**config.mk**
```make
export PLATFORM = sky130hd
export DESIGN_NAME = gobou_bias_ctrl
export DESIGN_NICKNAME = d
export VERILOG_FILES = /design/src/rtl/gobou_bias_ctrl_pkg.sv /design/src/rtl/gobou_bias_ctrl.sv
export SDC_FILE = /design/constraint.sdc
export NUM_CORES = 1
export LEC_CHECK = 0
export BUFFER_PORTS_ARGS = -buffer_cell sky130_fd_sc_hd__buf_4
export CAP_MARGIN = 20
export CORE_MARGIN = 2
export CORE_UTILIZATION = 51
export CTS_BUF_LIST = sky130_fd_sc_hd__clkbuf_8
export CTS_CLUSTER_SIZE = 30
export DETAILED_ROUTE_END_ITERATION = 10
export GPL_ROUTABILITY_DRIVEN = 0
export PLACE_DENSITY_LB_ADDON = 0.1
export SYNTH_ARGS = -nofsm -noshare
export SYNTH_HDL_FRONTEND = slang
export SYNTH_SLANG_ARGS = --single-unit
```
**constraint.sdc**
```tcl
create_clock -name clk -period 2.3 [get_ports clk]
set_input_delay 0.23 -clock clk [delete_from_list [all_inputs] [get_ports clk]]
set_output_delay 0.23 -clock clk [all_outputs]
set_load 0.02 [all_outputs]
```
**src/rtl/gobou_bias_ctrl_pkg.sv**
```systemverilog
// -----------------------------------------------------------------------------
// gobou_bias_ctrl_pkg
//   Shared definitions for the gobou fully-connected bias stage:
//   default widths and the controller state encoding.
//   GOBOU_DWIDTH describes the bias datapath word; the controller itself never
//   touches data, so only the environment around it uses that width.
// -----------------------------------------------------------------------------
package gobou_bias_ctrl_pkg;

  localparam int GOBOU_DWIDTH = 16;  // datapath word width
  localparam int GOBOU_BADDR  = 12;  // bias RAM address width
  localparam int GOBOU_NWIDTH = 12;  // neuron count / index width

  typedef enum logic [2:0] {
    S_IDLE = 3'd0,
    S_RD   = 3'd1,
    S_LD   = 3'd2,
    S_WAIT = 3'd3,
    S_ADD  = 3'd4,
    S_EMIT = 3'd5,
    S_DONE = 3'd6
  } state_t;

endpackage

```
**src/rtl/gobou_bias_ctrl.sv**
```systemverilog
// -----------------------------------------------------------------------------
// gobou_bias_ctrl
//   Sequencer for the gobou fully-connected bias stage. Per output neuron it
//   reads one bias word (RD), loads the bias register (LD), accepts the
//   accumulator result via acc_valid/acc_ready (WAIT), enables the output
//   register (ADD) and flags the result with its neuron index (EMIT).
//   After the last neuron it pulses ack for one cycle (DONE).
//
// Ports
//   clk        clock
//   xrst       synchronous active-low reset
//   req        start pulse, honoured only in IDLE
//   out_size   number of output neurons, latched at req
//   bias_base  bias RAM base address, latched at req
//   acc_valid  accumulator result present on the datapath
//   acc_ready  result accepted this cycle (WAIT only)
//   bias_addr  bias RAM read address
//   bias_re    bias RAM read enable
//   breg_we    bias register load enable
//   out_en     datapath output-register update enable
//   out_valid  datapath pixel_out valid this cycle
//   out_idx    neuron index of pixel_out while out_valid
//   busy       high in every state except IDLE
//   ack        one-cycle layer-complete pulse
//   stall_cnt  cycles spent in WAIT without acc_valid
//              (present only with GOBOU_BIAS_STALL_CNT_EN defined)
//
// Build option: define GOBOU_BIAS_STALL_CNT_EN to add the stall counter.
// All outputs decode from registered state only; no input reaches an output.
// -----------------------------------------------------------------------------
module gobou_bias_ctrl
  import gobou_bias_ctrl_pkg::*;
#(
  parameter int BADDR  = GOBOU_BADDR,
  parameter int NWIDTH = GOBOU_NWIDTH
) (
  input  logic              clk,
  input  logic              xrst,
  input  logic              req,
  input  logic [NWIDTH-1:0] out_size,
  input  logic [BADDR-1:0]  bias_base,
  input  logic              acc_valid,
  output logic              acc_ready,
  output logic [BADDR-1:0]  bias_addr,
  output logic              bias_re,
  output logic              breg_we,
  output logic              out_en,
  output logic              out_valid,
  output logic [NWIDTH-1:0] out_idx,
  output logic              busy,
`ifdef GOBOU_BIAS_STALL_CNT_EN
  output logic [31:0]       stall_cnt,
`endif
  output logic              ack
);

  state_t              state, state_nxt;
  logic [NWIDTH-1:0]   idx;
  logic [NWIDTH-1:0]   size;
  logic [BADDR-1:0]    base;
  logic                last;
  logic                start;

  assign start = (state == S_IDLE) && req;
  // size is non-zero whenever this is consulted (EMIT), so size-1 cannot
  // underflow; a full-range size therefore never wraps idx.
  assign last  = (idx == size - 1'b1);

  // State and layer registers.
  // NOTE: sequential state uses non-blocking assignments so every register
  // samples pre-edge values, independent of statement order.
  always_ff @(posedge clk) begin
    if (!xrst) begin
      state <= S_IDLE;
      idx   <= '0;
      size  <= '0;
      base  <= '0;
    end else begin
      state <= state_nxt;
      if (start) begin
        size <= out_size;
        base <= bias_base;
        idx  <= '0;
      end else if (state == S_EMIT && !last) begin
        idx <= idx + 1'b1;
      end
    end
  end

  // Next-state logic.
  // NOTE: every always_comb output gets a default first so no path can
  // leave it unassigned and infer a latch.
  always_comb begin
    state_nxt = state;
    unique case (state)
      S_IDLE: if (req) state_nxt = (out_size == '0) ? S_DONE : S_RD;
      S_RD:   state_nxt = S_LD;
      S_LD:   state_nxt = S_WAIT;
      S_WAIT: if (acc_valid) state_nxt = S_ADD;
      S_ADD:  state_nxt = S_EMIT;
      S_EMIT: state_nxt = last ? S_DONE : S_RD;
      S_DONE: state_nxt = S_IDLE;
      default: state_nxt = S_IDLE;
    endcase
  end

  // Output decode. bias_addr wraps modulo 2^BADDR; idx is resized to the
  // address width before the add.
  always_comb begin
    acc_ready = 1'b0;
    bias_addr = '0;
    bias_re   = 1'b0;
    breg_we   = 1'b0;
    out_en    = 1'b0;
    out_valid = 1'b0;
    out_idx   = '0;
    busy      = (state != S_IDLE);
    ack       = 1'b0;
    unique case (state)
      S_RD: begin
        bias_re   = 1'b1;
        bias_addr = base + BADDR'(idx);
      end
      S_LD:   breg_we   = 1'b1;
      S_WAIT: acc_ready = 1'b1;
      S_ADD:  out_en    = 1'b1;
      S_EMIT: begin
        out_valid = 1'b1;
        out_idx   = idx;
      end
      S_DONE: ack = 1'b1;
      default: ;
    endcase
  end

`ifdef GOBOU_BIAS_STALL_CNT_EN
  // Counts WAIT cycles starved of acc_valid; cleared only by an accepted req,
  // so the final value stays readable after ack.
  always_ff @(posedge clk) begin
    if (!xrst) begin
      stall_cnt <= '0;
    end else if (start) begin
      stall_cnt <= '0;
    end else if (state == S_WAIT && !acc_valid && stall_cnt != '1) begin
      stall_cnt <= stall_cnt + 32'd1;
    end
  end
`endif

endmodule

```
# [Word-level counts from Yosys, hierarchy flattened]
# Cells that the tools add are included.
[op_classes] muxes=13 n_reduce_logical=8 n_addsub=3 n_eq_ne=9 bitwise=1
[op_table] cell="$mux 12" n=2
[op_table] cell="$pmux 3 s6" n=1
[op_table] cell="$add 12x1->12 const B" n=1
[op_table] cell="$add 12x12->12" n=1
[op_table] cell="$eq 12x12->1" n=1
[op_table] cell="$logic_not 12->1" n=1
[op_table] cell="$mux 3" n=4
[op_table] cell="$sub 12x1->12 const B" n=1
[op_table] cell="$eq 3x3->1 const B" n=3
[op_table] cell="$eq 3x2->1 const B" n=2
[op_table] cell="$mux 1" n=6
[op_table] cell="$ne 2x2->1 const B" n=2
[op_table] cell="$eq 3x1->1 const B" n=1
[op_table] cell="$logic_not 3->1" n=1
[op_table] cell="$reduce_bool 3->1" n=1
[op_table] cell="$logic_and 1x1->1" n=2
[op_table] cell="$reduce_and 2->1" n=1
[op_table] cell="$reduce_or 2->1" n=1
[op_table] cell="$logic_not 1->1" n=1
[op_table] cell="$not 1->1" n=1
[totals] ff_bits=39 out_inout_bits=31 input_bits=28

# [Logic depth before layout (Yosys ltp)]
[logic_depth] depth_word=4 mapped_depth=10 ltp_nobuf=9

# [Least setup slack after synthesis]
# Ideal clock, no wire load.
[synth_timing] path_kind="register -> output" from="register idx[0]" to="output port bias_addr[10]" path_buffers=0 setup_slack_ns=-0.244 stages_incl_launch_ff=9 arrival_time_ns=2.314 cell_sequence="dfxtp_1 ha_1 fa_1 a21oi_1 o21bai_1 a211oi_1 o211ai_1 and3_1 nor3_1"
[synth_between] elab_chain_cells=2
[synth_rtl] element="from (decl)" line_no="gobou_bias_ctrl.sv:58" rtl="logic [NWIDTH-1:0] idx;"
[synth_rtl] element="from (signal assigned)" line_no="gobou_bias_ctrl.sv:85" rtl="idx <= idx + 1'b1;"
[synth_rtl] element="$add 12x12->12" line_no="gobou_bias_ctrl.sv:122" rtl="bias_addr = base + BADDR'(idx);"
[synth_rtl] element="$mux 12" line_no="gobou_bias_ctrl.sv:119" rtl="unique case (state)"
[synth_rtl] element="to (decl)" line_no="gobou_bias_ctrl.sv:44" rtl="output logic [BADDR-1:0] bias_addr,"
# No other way between the ends.

# [Worst setup path in the final report]
[layout_timing] from="register base[0]" to="output port bias_addr[10]"
[layout_between] elab_chain_cells=2
[layout_rtl] element="from (decl)" line_no="gobou_bias_ctrl.sv:60" rtl="logic [BADDR-1:0] base;"
[layout_rtl] element="from (signal assigned)" line_no="gobou_bias_ctrl.sv:82" rtl="base <= bias_base;"
[layout_rtl] element="$add 12x12->12" line_no="gobou_bias_ctrl.sv:122"
[layout_rtl] element="$mux 12" line_no="gobou_bias_ctrl.sv:119"
# No other way between the ends.

==> impl_metrics.env <==
export IMPL_status="finished with violations"
export IMPL_violations="setup timing"
export IMPL_reg2regPathDepth=9
export IMPL_critical_path_required_ns=2.07
export IMPL_final_area_sq_um=3840
export IMPL_p_switching_mw=0.593
export IMPL_tns_ns=-0.566
export IMPL_wl_um=7480
export IMPL_overflow=0
export IMPL_cts_root_buf="clkbuf_8"
export IMPL_core_area_sq_um=5170
export IMPL_h_tree_depth=2
export IMPL_wl_met2_um=3770
export IMPL_power_share_sequential=0.435
export IMPL_drv_cap=0
export IMPL_fin_skew_ns=0.00630
export IMPL_synth_edff_count=0
export IMPL_switching_share=0.337
export IMPL_synth_flop_cell="dfxtp_1"
export IMPL_yosysTopAreaCellShare=0.283
export IMPL_synth_seq_cells=39
export IMPL_ys_warn_count=0
export IMPL_synth_async_reset_ratio=0
export IMPL_tritoncts_num_buffers=5
export IMPL_io_pins=59
export IMPL_worst_setup_path_start_kind="flip-flop"
export IMPL_post_place_ws_ns=-0.132
export IMPL_wl_met3_um=371
export IMPL_grt_antenna_before_repair=0
export IMPL_cts_tree="built"
export IMPL_cp_max_fo=3
export IMPL_peakVddDrop_uv=363
export IMPL_wirelength_met1_um=3280
export IMPL_top_layer="met4"
export IMPL_via_count=2859
export IMPL_viasPerCell=5.56
export IMPL_die_area_sq_um=6010
export IMPL_first_pass_iters=4
export IMPL_worst_pin_slew_ns=0.474
export IMPL_synth_cells=362
export IMPL_clk_pin_slew_ns=0.08
export IMPL_ant_nets=0
export IMPL_power_density_nw_per_um2=458
export IMPL_dp_hpwl_um=5340
export IMPL_worstHoldPathType="in -> reg"
export IMPL_final_core_util=0.743
export IMPL_p_int_mw=1.17
export IMPL_final_common_cell="buf_4"
export IMPL_critPathSlowestCell="fa_2"
export IMPL_holdPathStages=3
export IMPL_clockBufferDepth=2
export IMPL_p_clk_frac=0.267
export IMPL_fin_crit_sh=1.09
export IMPL_min_period_ns=2.51
export IMPL_ys_seq_area_frac=0.283
export IMPL_slew_viol_final=0
export IMPL_rsz0062_at_grt="yes"
export IMPL_cp_slowest_stage_delay_ns=0.35
export IMPL_portBuffers=58
export IMPL_crit_type="reg -> out"
export IMPL_layout_setup_ws_ns=-0.212
export IMPL_drc=0
export IMPL_mostFrequentLayoutCells="buf_4 (85), nand2_1 (70), dfxtp_1 (31), a21boi_0 (24), nor2_1 (19)"
export IMPL_maxSlewHeadroom=0.683
export IMPL_combinationalPowerShare=0.298
export IMPL_placed_area_sq_um=3410
export IMPL_report_final_setup_viol=4
export IMPL_grt_max_degree=30
export IMPL_grt_pass1_wl_um=11900
export IMPL_syn_avg_cell_area_sq_um=7.62
export IMPL_n_antenna_cell=0
export IMPL_nNetsFinal=485
export IMPL_cp_cell_sequence="ha_4, fa_2, a21oi_2, o21bai_2, a211oi_2, o211ai_1, and3_4, nor3_4, buf_6"
export IMPL_die_y_um=77.6
export IMPL_critPathBufInv=1
export IMPL_path_depth=9
export IMPL_postCtsHoldBufs=0
export IMPL_synth_cell_types=54
export IMPL_die_w_um=77.6
export IMPL_netlist_area_sq_um=2760
export IMPL_fmaxAchievable_ghz=0.398
export IMPL_hold_violations=0
export IMPL_dr_first_iter_drc_count=161
export IMPL_leakage_nw=1.64
export IMPL_wire_per_inst_um=14.6
export IMPL_grt_pass1_vias=2543
export IMPL_synth_top_area_cell="dfxtp_1"
export IMPL_placementRows=26
export IMPL_grt_total_usage=0.242
export IMPL_clock_sinks=39
export IMPL_crit_family="compound AO/OA/AOI/OAI gates"
export IMPL_end_kind="output port"
export IMPL_worstPathArrival_ns=2.28
export IMPL_clock_latency_ns=0.30
export IMPL_start_util=0.533
export IMPL_drive_gt1_frac=0.356
export IMPL_synthesis_nets=404
export IMPL_yosys_top_cells_area="dfxtp_1 (28%), nand2_1 (9.7%), a21boi_0 (6.5%)"
export IMPL_syn_to_final_growth_pct=39.3
[state kept, by name (all words and copies together) (netlist names)]
register,flops
base,12
idx,12
size,12
state,3
[Yosys cell counts, types with 6 or more instances]
library cell	n
clkbuf_1	15
nand2_1	71
dfxtp_1	39
nand3_1	10
a21oi_1	20
inv_1	10
or3_1	7
ha_1	13
xnor2_1	11
and3_1	16
nor2_1	23
a21boi_0	24
nor4_1	6
o21ai_0	14
xor2_1	9
nor3_1	8
[worst reg2reg max path: stages (launching register included)]
cell and delay, ns:
dfxtp_4 0.38, or2_2 0.30, a221o_1 0.36, o311ai_4 0.11
o2111ai_4 0.15, a211oi_4 0.33, buf_6 0.16, clkbuf_16 0.13
o21ai_0 0.09, a21oi_1 0.15
[metrics by stage]
stage	power, mW	hold WS, ns	cells
2_1_floorplan	1.08	0.375	362
3_3_place_gp	1.21	0.455	496
3_5_place_dp	1.23	0.469	496
4_1_cts	1.71	0.185	505
5_1_grt	1.87	0.184	514
6_report	1.76	0.183	514
[worst paths after layout]
path | startpoint | end | slack, ns
worst min register to register | base[7] | base[7] | 0.48
worst min-delay path | bias_base[8] | base[8] | 0.18
worst max register to register | idx[5] | idx[9] | 0.06
worst max-delay path | base[0] | bias_addr[10] | -0.21
[routing by layer]
metal | vias up | global-route usage
met5 | - | 0
met4 | 0 | 0.0607
met3 | 9 | 0.0407
met2 | 80 | 0.421
met1 | 1323 | 0.312
li1 | 1447 | -
[what timing repair did]
| action | in CTS | in global routing |
|---|---|---|
| pin swaps | 13 | 22 |
| resized for setup | 18 | 40 |
| cloned | 0 | 3 |
| setup buffers | 2 | 7 |
| setup endpoints to repair | 13 | 19 |
[power by group through the flow]
stage / Clock [mW] / Combinational [mW] / Sequential (mW)
global route: 0.517 / 0.580 / 0.772
detailed placement: 0 / 0.450 / 0.776
global placement: 0 / 0.439 / 0.774
finish: 0.470 / 0.525 / 0.766
floorplan: 0 / 0.318 / 0.762
CTS: 0.474 / 0.469 / 0.763
[cell type report]
| type | count | area, sq um |
|---|---|---|
| timing repair buffer | 93 | 758 |
| sequential | 39 | 793 |
| fill | 404 | 1330 |
| tap | 70 | 87.6 |
| clock buffer | 5 | 68.8 |
| multi-input combinational | 294 | 2080 |
| inverter | 10 | 37.5 |
| clock inverter | 3 | 20.0 |
[cell families (layout without fill, tap and decap cells)]
group                      count (synthesis)  count (layout)  share of synthesized area
muxes                                      2               2                    0.00771
buffers and inverters                     29             111                     0.0476
AOI/OAI and AO/OA                         88              88                      0.225
and+or+nand+nor                          170             170                      0.307
DFF                                       39              39                      0.283
xor gates and xnor gates                  20              20                     0.0635
adders and majority gates                 14              14                     0.0662
Note: power is estimated with default switching activity, not from simulation.
